<file path="src/rtl/timer_control_if.sv">
// Handshake bundle between the countdown timer control FSM and its neighbours:
// button pulses and mode switch in; pause/restart/setting levels and the target out.
interface timer_control_if #(
  parameter int WIDTH = 13
);
  logic             mode_switch;
  logic             pause_pulse;
  logic             restart_pulse;
  logic             count_zero;
  logic             is_pause;
  logic             is_restart;
  logic             is_setting;
  logic             sel_min;
  logic [WIDTH-1:0] q_target;

  modport master (
    output mode_switch, pause_pulse, restart_pulse, count_zero,
    input  is_pause, is_restart, is_setting, sel_min, q_target
  );

  modport slave (
    input  mode_switch, pause_pulse, restart_pulse, count_zero,
    output is_pause, is_restart, is_setting, sel_min, q_target
  );
endinterface

</file>
<file path="src/rtl/timer_control_fsm.sv">
// Countdown timer control FSM: run/pause/done sequencing plus the user-editable
// mm:ss target, presented to the down counter as a seconds count.
module timer_control_fsm #(
  parameter int WIDTH       = 13,
  parameter int DEFAULT_MIN = 1,
  parameter int DEFAULT_SEC = 0
) (
  input  logic           clk,
  input  logic           rst,
  timer_control_if.slave bus
);

  localparam logic [2:0] IDLE    = 3'd0;
  localparam logic [2:0] RUNNING = 3'd1;
  localparam logic [2:0] PAUSED  = 3'd2;
  localparam logic [2:0] DONE    = 3'd3;
  localparam logic [2:0] SETTING = 3'd4;

  logic        mode_p0;
  logic        mode_s;
  logic [2:0]  state;
  logic [2:0]  state_nxt;
  logic        sel_min;
  logic [6:0]  tgt_min;
  logic [5:0]  tgt_sec;
  logic        edit_en;
  logic [12:0] min_x60;
  logic [12:0] total_sec;

  function automatic logic [5:0] sec_wrap_inc(input logic [5:0] v);
    return (v >= 6'd59) ? 6'd0 : v + 6'd1;
  endfunction

  function automatic logic [6:0] min_wrap_inc(input logic [6:0] v);
    return (v >= 7'd99) ? 7'd0 : v + 7'd1;
  endfunction

  // Two-flop synchronizer for the asynchronous slide switch
  always_ff @(posedge clk or posedge rst) begin
    if (rst) begin
      mode_p0 <= 1'b0;
      mode_s  <= 1'b0;
    end else begin
      mode_p0 <= bus.mode_switch;
      mode_s  <= mode_p0;
    end
  end

  // Next-state logic; priority mode_s > restart > count_zero > pause
  always_comb begin
    state_nxt = state;
    if (mode_s) begin
      state_nxt = SETTING;
    end else begin
      case (state)
        SETTING: state_nxt = IDLE;
        IDLE:    if (bus.pause_pulse) state_nxt = RUNNING;
        RUNNING: begin
          if (bus.restart_pulse)    state_nxt = IDLE;
          else if (bus.count_zero)  state_nxt = DONE;
          else if (bus.pause_pulse) state_nxt = PAUSED;
        end
        PAUSED: begin
          if (bus.restart_pulse)    state_nxt = IDLE;
          else if (bus.pause_pulse) state_nxt = RUNNING;
        end
        DONE:    if (bus.restart_pulse) state_nxt = IDLE;
        default: state_nxt = IDLE;
      endcase
    end
  end

  always_ff @(posedge clk or posedge rst) begin
    if (rst) state <= IDLE;
    else     state <= state_nxt;
  end

  // Edits only while resident in SETTING with the switch still up
  assign edit_en = (state == SETTING) && mode_s;

  always_ff @(posedge clk or posedge rst) begin
    if (rst) begin
      sel_min <= 1'b0;
      tgt_min <= 7'(DEFAULT_MIN);
      tgt_sec <= 6'(DEFAULT_SEC);
    end else if (state == SETTING && !mode_s) begin
      sel_min <= 1'b0;
    end else if (edit_en) begin
      if (bus.restart_pulse) begin
        sel_min <= ~sel_min;
      end else if (bus.pause_pulse) begin
        if (sel_min) tgt_min <= min_wrap_inc(tgt_min);
        else         tgt_sec <= sec_wrap_inc(tgt_sec);
      end
    end
  end

  // min*60 as (min<<6) - (min<<2); 99:59 fits in 13 bits
  assign min_x60   = ({6'd0, tgt_min} << 6) - ({6'd0, tgt_min} << 2);
  assign total_sec = min_x60 + {7'd0, tgt_sec};

  always_comb begin
    bus.is_pause   = 1'b1;
    bus.is_restart = 1'b0;
    bus.is_setting = 1'b0;
    case (state)
      IDLE:    begin bus.is_pause = 1'b1; bus.is_restart = 1'b1; bus.is_setting = 1'b0; end
      RUNNING: begin bus.is_pause = 1'b0; bus.is_restart = 1'b0; bus.is_setting = 1'b0; end
      PAUSED:  begin bus.is_pause = 1'b1; bus.is_restart = 1'b0; bus.is_setting = 1'b0; end
      DONE:    begin bus.is_pause = 1'b1; bus.is_restart = 1'b0; bus.is_setting = 1'b0; end
      SETTING: begin bus.is_pause = 1'b1; bus.is_restart = 1'b1; bus.is_setting = 1'b1; end
      default: begin bus.is_pause = 1'b1; bus.is_restart = 1'b1; bus.is_setting = 1'b0; end
    endcase
  end

  assign bus.sel_min  = sel_min;
  assign bus.q_target = WIDTH'(total_sec);

endmodule

</file>
<file path="src/flat_wrapper.sv">
// flat-port wrapper written by rule: the top's interface ports become plain ports
module timer_control_fsm_flat 
#(
  parameter int WIDTH       = 13,
  parameter int DEFAULT_MIN = 1,
  parameter int DEFAULT_SEC = 0
)
  (clk, rst, bus_mode_switch, bus_pause_pulse, bus_restart_pulse, bus_count_zero, bus_is_pause, bus_is_restart, bus_is_setting, bus_sel_min, bus_q_target);
  timer_control_if #(.WIDTH(WIDTH)) bus_i ();
  input  logic clk;
  input  logic rst;
  input wire logic [$bits(bus_i.mode_switch)-1:0] bus_mode_switch;
  input wire logic [$bits(bus_i.pause_pulse)-1:0] bus_pause_pulse;
  input wire logic [$bits(bus_i.restart_pulse)-1:0] bus_restart_pulse;
  input wire logic [$bits(bus_i.count_zero)-1:0] bus_count_zero;
  output wire logic [$bits(bus_i.is_pause)-1:0] bus_is_pause;
  output wire logic [$bits(bus_i.is_restart)-1:0] bus_is_restart;
  output wire logic [$bits(bus_i.is_setting)-1:0] bus_is_setting;
  output wire logic [$bits(bus_i.sel_min)-1:0] bus_sel_min;
  output wire logic [$bits(bus_i.q_target)-1:0] bus_q_target;
  assign bus_i.mode_switch = bus_mode_switch;
  assign bus_i.pause_pulse = bus_pause_pulse;
  assign bus_i.restart_pulse = bus_restart_pulse;
  assign bus_i.count_zero = bus_count_zero;
  assign bus_is_pause = bus_i.is_pause;
  assign bus_is_restart = bus_i.is_restart;
  assign bus_is_setting = bus_i.is_setting;
  assign bus_sel_min = bus_i.sel_min;
  assign bus_q_target = bus_i.q_target;
  timer_control_fsm #(.WIDTH(WIDTH), .DEFAULT_MIN(DEFAULT_MIN), .DEFAULT_SEC(DEFAULT_SEC)) u_core (.clk(clk), .rst(rst), .bus(bus_i));
endmodule
</file>
<file path="config.mk">
export PLATFORM = sky130hd
export DESIGN_NAME = timer_control_fsm_flat
export DESIGN_NICKNAME = d
export VERILOG_FILES = /design/src/rtl/timer_control_if.sv /design/src/rtl/timer_control_fsm.sv /design/src/flat_wrapper.sv
export SDC_FILE = /design/constraint.sdc
export NUM_CORES = 1
export LEC_CHECK = 0
export ABC_AREA = 1
export CORE_UTILIZATION = 37
export CTS_BUF_LIST = sky130_fd_sc_hd__clkbuf_8
export DETAILED_ROUTE_END_ITERATION = 8
export GPL_ROUTABILITY_DRIVEN = 0
export PLACE_DENSITY = 0.56
export SLEW_MARGIN = 20
export SYNTH_ARGS = -nofsm -noshare
export SYNTH_HDL_FRONTEND = slang
export SYNTH_SLANG_ARGS = --single-unit
</file>
<file path="constraint.sdc">
create_clock -name clk -period 2.2 [get_ports clk]
set_input_delay 0.44 -clock clk [delete_from_list [all_inputs] [get_ports clk]]
set_output_delay 0.44 -clock clk [all_outputs]
set_load 0.005 [all_outputs]
</file>
Yosys cells after proc, flatten, opt, wreduce, memory -nomap -nowiden

Cells that the tools add are included.

Register bits after elaboration: 19
Output and inout bits: 17
Logic and storage cells: 48
Input port bits: 6

Mux-type cells: 16
Reduce and logical (&&, ||, !) cells: 11
Equality and inequality tests: 6
Add/sub/neg operators: 4
$lt $le $gt $ge: 2
Bitwise operators: 3

Operator list:

| kind                                                     | count |
|---|---|
| two-way mux 3 bit                                        | 7 |
| adder 13 x 6 -> 13 bit                                   | 1 |
| subtractor 13 x 9 -> 13 bit                              | 1 |
| one-hot mux 3 bit (4 select lines)                       | 1 |
| AND reduction 5 bit                                      | 2 |
| adder 7 x 1 -> 7 bit, second input constant              | 1 |
| greater-or-equal comparator 7 bit, second input constant | 1 |
| two-way mux 7 bit                                        | 1 |
| adder 6 x 1 -> 6 bit, second input constant              | 1 |
| equality test 3 x 2 -> 1 bit, second input constant      | 2 |
| greater-or-equal comparator 6 bit, second input constant | 1 |
| two-way mux 1 bit                                        | 6 |
| two-way mux 6 bit                                        | 1 |
| inequality test 5 x 4 -> 1 bit, second input constant    | 1 |
| AND reduction 2 bit                                      | 2 |
| nonzero test 2 bit                                       | 2 |
| equality test 3 x 1 -> 1 bit, second input constant      | 1 |
| equality test 3 bit, second input constant               | 1 |
| zero test 3 bit                                          | 1 |
| inequality test 3 x 2 -> 1 bit, second input constant    | 1 |
| inverter 1 bit                                           | 3 |
| OR reduction 3 bit                                       | 1 |
| logical AND 1 bit                                        | 2 |
| zero test 1 bit                                          | 1 |

Depth between registers and ports, before layout

Word-level depth: 5
Gate-level depth with buffers: 11
Mapped depth without buffers: 10

Worst setup path after synthesis

OpenSTA, ideal clock, no wires.

Path type: reg2out
Start: register u_core.tgt_min[3]
End: output port bus_q_target[10]
Required time: 1760 ps
Stages on the path, launching flop included: 10
Arrival time: 1406 ps
Path slack: 354 ps
Path buffers: 1
Cells stage by stage: dfrtp_1 buf_2 inv_2 ha_1 a21oi_1 nand3_1 nand2_1 nand2_1 nand2_1 nand2_1

Longest elaborated chain between the ends: 2

Ends and longest elaborated chain:

| element                     | RTL line                 | source |
|---|---|---|
| start, declared             | timer_control_fsm.sv:24  | `logic [6:0] tgt_min;` |
| start signal, assigned      | timer_control_fsm.sv:84  | `tgt_min <= 7'(DEFAULT_MIN);` |
| start signal, assigned      | timer_control_fsm.sv:92  | `if (sel_min) tgt_min <= min_wrap_inc(tgt_min);` |
| subtractor 13 x 9 -> 13 bit | timer_control_fsm.sv:99  | `assign min_x60 = ({6'd0, tgt_min} << 6) - ({6'd0, tgt_min} << 2);` |
| adder 13 x 6 -> 13 bit      | timer_control_fsm.sv:100 | `assign total_sec = min_x60 + {7'd0, tgt_sec};` |
| end, declared               | flat_wrapper.sv:20       | `output wire logic [$bits(bus_i.q_target)-1:0] bus_q_target;` |

No other way between the ends.

Worst setup path after layout

Start: register u_core.tgt_min[0]
End: output port bus_q_target[7]

The elaborated chain is that of the path after synthesis.

==> key figures <==
Die
  • Initial core utilization: 0.390
  • Core area: 0.00444 mm²
  • # IOs: 23
  • Die Y: 70.5 µm
  • Die Wd: 70.5 µm
  • Rows: 24
  • Die ar.: 0.00496 mm²

STA
  • Tcrit/Tclk final: 1.03
  • Tmin final: 2.28 ns
  • RSZ-0062 raised after global routing: true
  • FMAX: 0.439 GHz
  • Final setup violation count: 4
  • Worst Setup Slack, final: -0.0758 ns
  • Slew @ Worst Pin: 0.308 ns
  • Slew Viols, Final: 0
  • Relative slew slack: 0.794
  • Hold Vio Cnt, Final: 0
  • Final Skew: 0.00892 ns

Setup path
  • Crit path capture type: primary output
  • CP Data Arrival Time: 1.84 ns
  • Worst reg2reg endpoint: u_core.tgt_min[3]$_DFFE_PP0P_
  • Slowest stage cell, crit path: dfstp_2
  • Reg2Reg Setup Slack: 0.57 ns
  • Worst setup SP type: flop
  • Crit Path Category: flop to primary output
  • Reg2Reg Depth: 9
  • Crit Path Max Fanout: 4
  • WP buf/inv: 4
  • Top delay family on crit path: flip-flops
  • Crit-path cells: ha_4 -> buf_6 -> nand2_2 -> nand2_2 -> inv_2 -> buf_6 -> nand3_2 -> xor2_1 -> buf_2
  • FF-to-FF Start: u_core.tgt_min[0]$_DFFE_PP1P_
  • Worst endpoint required time: 1.76 ns
  • Max incr delay on CP: 0.62 ns

Synthesis
  • Top cells by count, synth: nand2_1 (108), inv_1 (43), nor2_1 (26), nand3_1 (25), dfrtp_1 (18)
  • Area contributors post-synth: dfrtp_1 (26%), nand2_1 (23%), inv_1 (9.3%), ha_1 (7.2%), nand3_1 (7.2%)
  • Most frequent cell after synthesis: nand2_1
  • Mapped Cells: 280
  • Post-synth net total: 296
  • Post-synth EDFFs: 0
  • Synth Cell Area: 0.00173 mm²
  • Distinct cells, synth: 27
  • Post-synth top area cell: dfrtp_1
  • Sequential fraction of the synthesis area: 0.275
  • Yosys warning total: 0
  • Syn Area/Cell: 6.19 µm²
  • Yosys top cell area share: 0.260
  • Ys async rst share: 1.00
  • FF+latch count, synth: 19
  • Most used DFF post-synth: dfrtp_1

Finish
  • Post-layout net count: 352
  • ANT cells: 0
  • Final Core Density: 0.565
  • Share of layout cells above drive strength 1: 0.316
  • Area growth syn-to-layout: 44.8%
  • Cell area after layout: 0.00251 mm²

CTS
  • Number of H-tree levels: 1
  • Worst-path clk slew: 0.08 ns
  • Root buf cell: clkbuf_8
  • Post-cts hold buffer count: 0
  • Clock latency on the worst-skew pair: 0.26 ns
  • Clk sinks: 19
  • CTS tree: done
  • Inserted Clock Buffers: 3
  • Clk buf depth: 2

Global route
  • Met3 GRT Util: 0.0231
  • Largest net degree at the start of global routing: 20
  • All-Layer GR Usage: 0.196
  • Vias in the first global route: 1796
  • Gr busiest metal: met2
  • Grt total ovfl: 0
  • First-pass GRT wire length: 7850 µm
  • M1 GR Usage: 0.256
  • Initial antenna violation count: 0
  • M2 GR Usage: 0.339

Worst hold path
  • Worst Hold Path EP: u_core.mode_s$_DFF_PP0_
  • Worst hold start: u_core.mode_p0$_DFF_PP0_
  • Hold Crit Depth: 0
  • HP Class: flop to flop

Outcome
  • Failing checks: DRC, setup timing
  • Outcome: finished with violations

Drt
  • 1st-pass router iterations: 6
  • Initial DRC Count: 105
  • Via Count: 1852
  • Routed len/inst: 11.7 µm
  • DRC viols: 3
  • Routed WL: 4540 µm
  • DR vias/cell: 4.79
  • Final ANT Viol Nets: 0

Power and ir drop
  • P_int: 1480 µW
  • Net Switching: 1150 µW
  • Comb pwr share: 0.716
  • Clk network pwr share: 0.094
  • Lkg Pwr: 0.00137 µW
  • Flop pwr share: 0.190
  • Sw Share: 0.439
  • Peak VDD IR: 0.000347 V
  • Cell area power density: 1050 mW/mm²

Place
  • Post-DP Area: 0.00219 mm²
  • I/O Buffers: 22
  • Worst slack, placed: -0.123 ns
  • Hpwl dp: 3340 µm

Job
  • Max cap viols: 0
==> area by class of cell <==
type	count	area (µm²)
Clock buffer	3	41.3
Fill cell	427	1930
Tap cell	52	65.1
Inverter	47	178
Timing Repair Buffer	56	450
Clock inverter	1	5.00
Multi-Input combinational cell	209	1290
Sequential cell	19	478
==> cells by family (layout without fill, tap and decap cells) <==
logic type,after synthesis,in the layout,share of synthesized area
xor gates and xnor gates,7,7,0.0354
AOI/OAI and AO/OA,14,14,0.0433
buffers and inverters,52,107,0.119
adders and majority gates,10,10,0.0722
DFF,19,19,0.275
and+or+nand+nor,178,178,0.455
==> registers in the layout, summed over array words and instances, names as in the netlist <==
name                flops
u_core.bus.sel_min      1
u_core.mode_p0          1
u_core.mode_s           1
u_core.state            3
u_core.tgt_min          7
u_core.tgt_sec          6
==> power groups by stage <==
stage	Sequential [µW]	Clock [µW]	Combinational, µW
detailed placement	484	0	1590
global placement	481	0	1580
finish	498	248	1880
global route	513	272	2080
CTS	499	262	1740
floorplan	476	0	844
==> layout by cell type, fill, tap and decap left out, drive strengths merged <==
cell	Yosys	final
nand2	110	110
inv	45	45
buf	4	42
nor2	28	28
nand3	28	28
dfrtp	18	18
clkdlybuf4s50	0	11
ha	10	10
o21ai	9	9
nand4	8	8
xor2	6	6
clkbuf	1	4
a21oi	4	4
clkinv	2	3
nand3b	2	2
nor3	2	2
dlygate4sd2	0	2
o211a	1	1
xnor2	1	1
dfstp	1	1
==> how the worst max path moves through the flow <==
stage | slack (ns) | end | cells after the start | from
6_report | -0.08 | bus_q_target[7] | 9 | u_core.tgt_min[0]$_DFFE_PP1P_
5_1_grt | -0.16 | bus_q_target[9] | 11 | u_core.tgt_min[0]$_DFFE_PP1P_
4_1_cts | -0.09 | bus_q_target[9] | 9 | u_core.tgt_min[0]$_DFFE_PP1P_
3_5_place_dp | -0.12 | bus_q_target[12] | 9 | u_core.tgt_min[0]$_DFFE_PP1P_
2_1_floorplan | 0.35 | bus_q_target[10] | 9 | u_core.tgt_min[3]$_DFFE_PP0P_
3_3_place_gp | -0.10 | bus_q_target[12] | 9 | u_core.tgt_min[0]$_DFFE_PP1P_
==> repair_timing <==
item	in CTS	in global routing
setup buffers	4	4
pin swaps	26	18
endpoints found under the setup margin	11	8
resized for setup	75	23
==> per-layer routing <==
| layer | routed length, µm | up-vias |
|---|---|---|
| met2 | 2200 | 30 |
| li1 | - | 978 |
| met4 | 34 | 0 |
| met1 | 2210 | 840 |
| met5 | 0 | - |
| met3 | 98 | 4 |
==> metrics by stage <==
step                hold WS [ns]  cells  total power, µW  TNS [ns]
floorplan                  0.331    280             1320         0
global placement           0.338    376             2060    -0.647
detailed placement         0.340    376             2080    -0.720
CTS                        0.358    384             2500    -0.391
global route               0.361    387             2870    -0.763
finish                     0.352    387             2630    -0.195
(Power assumes the default switching activity.)
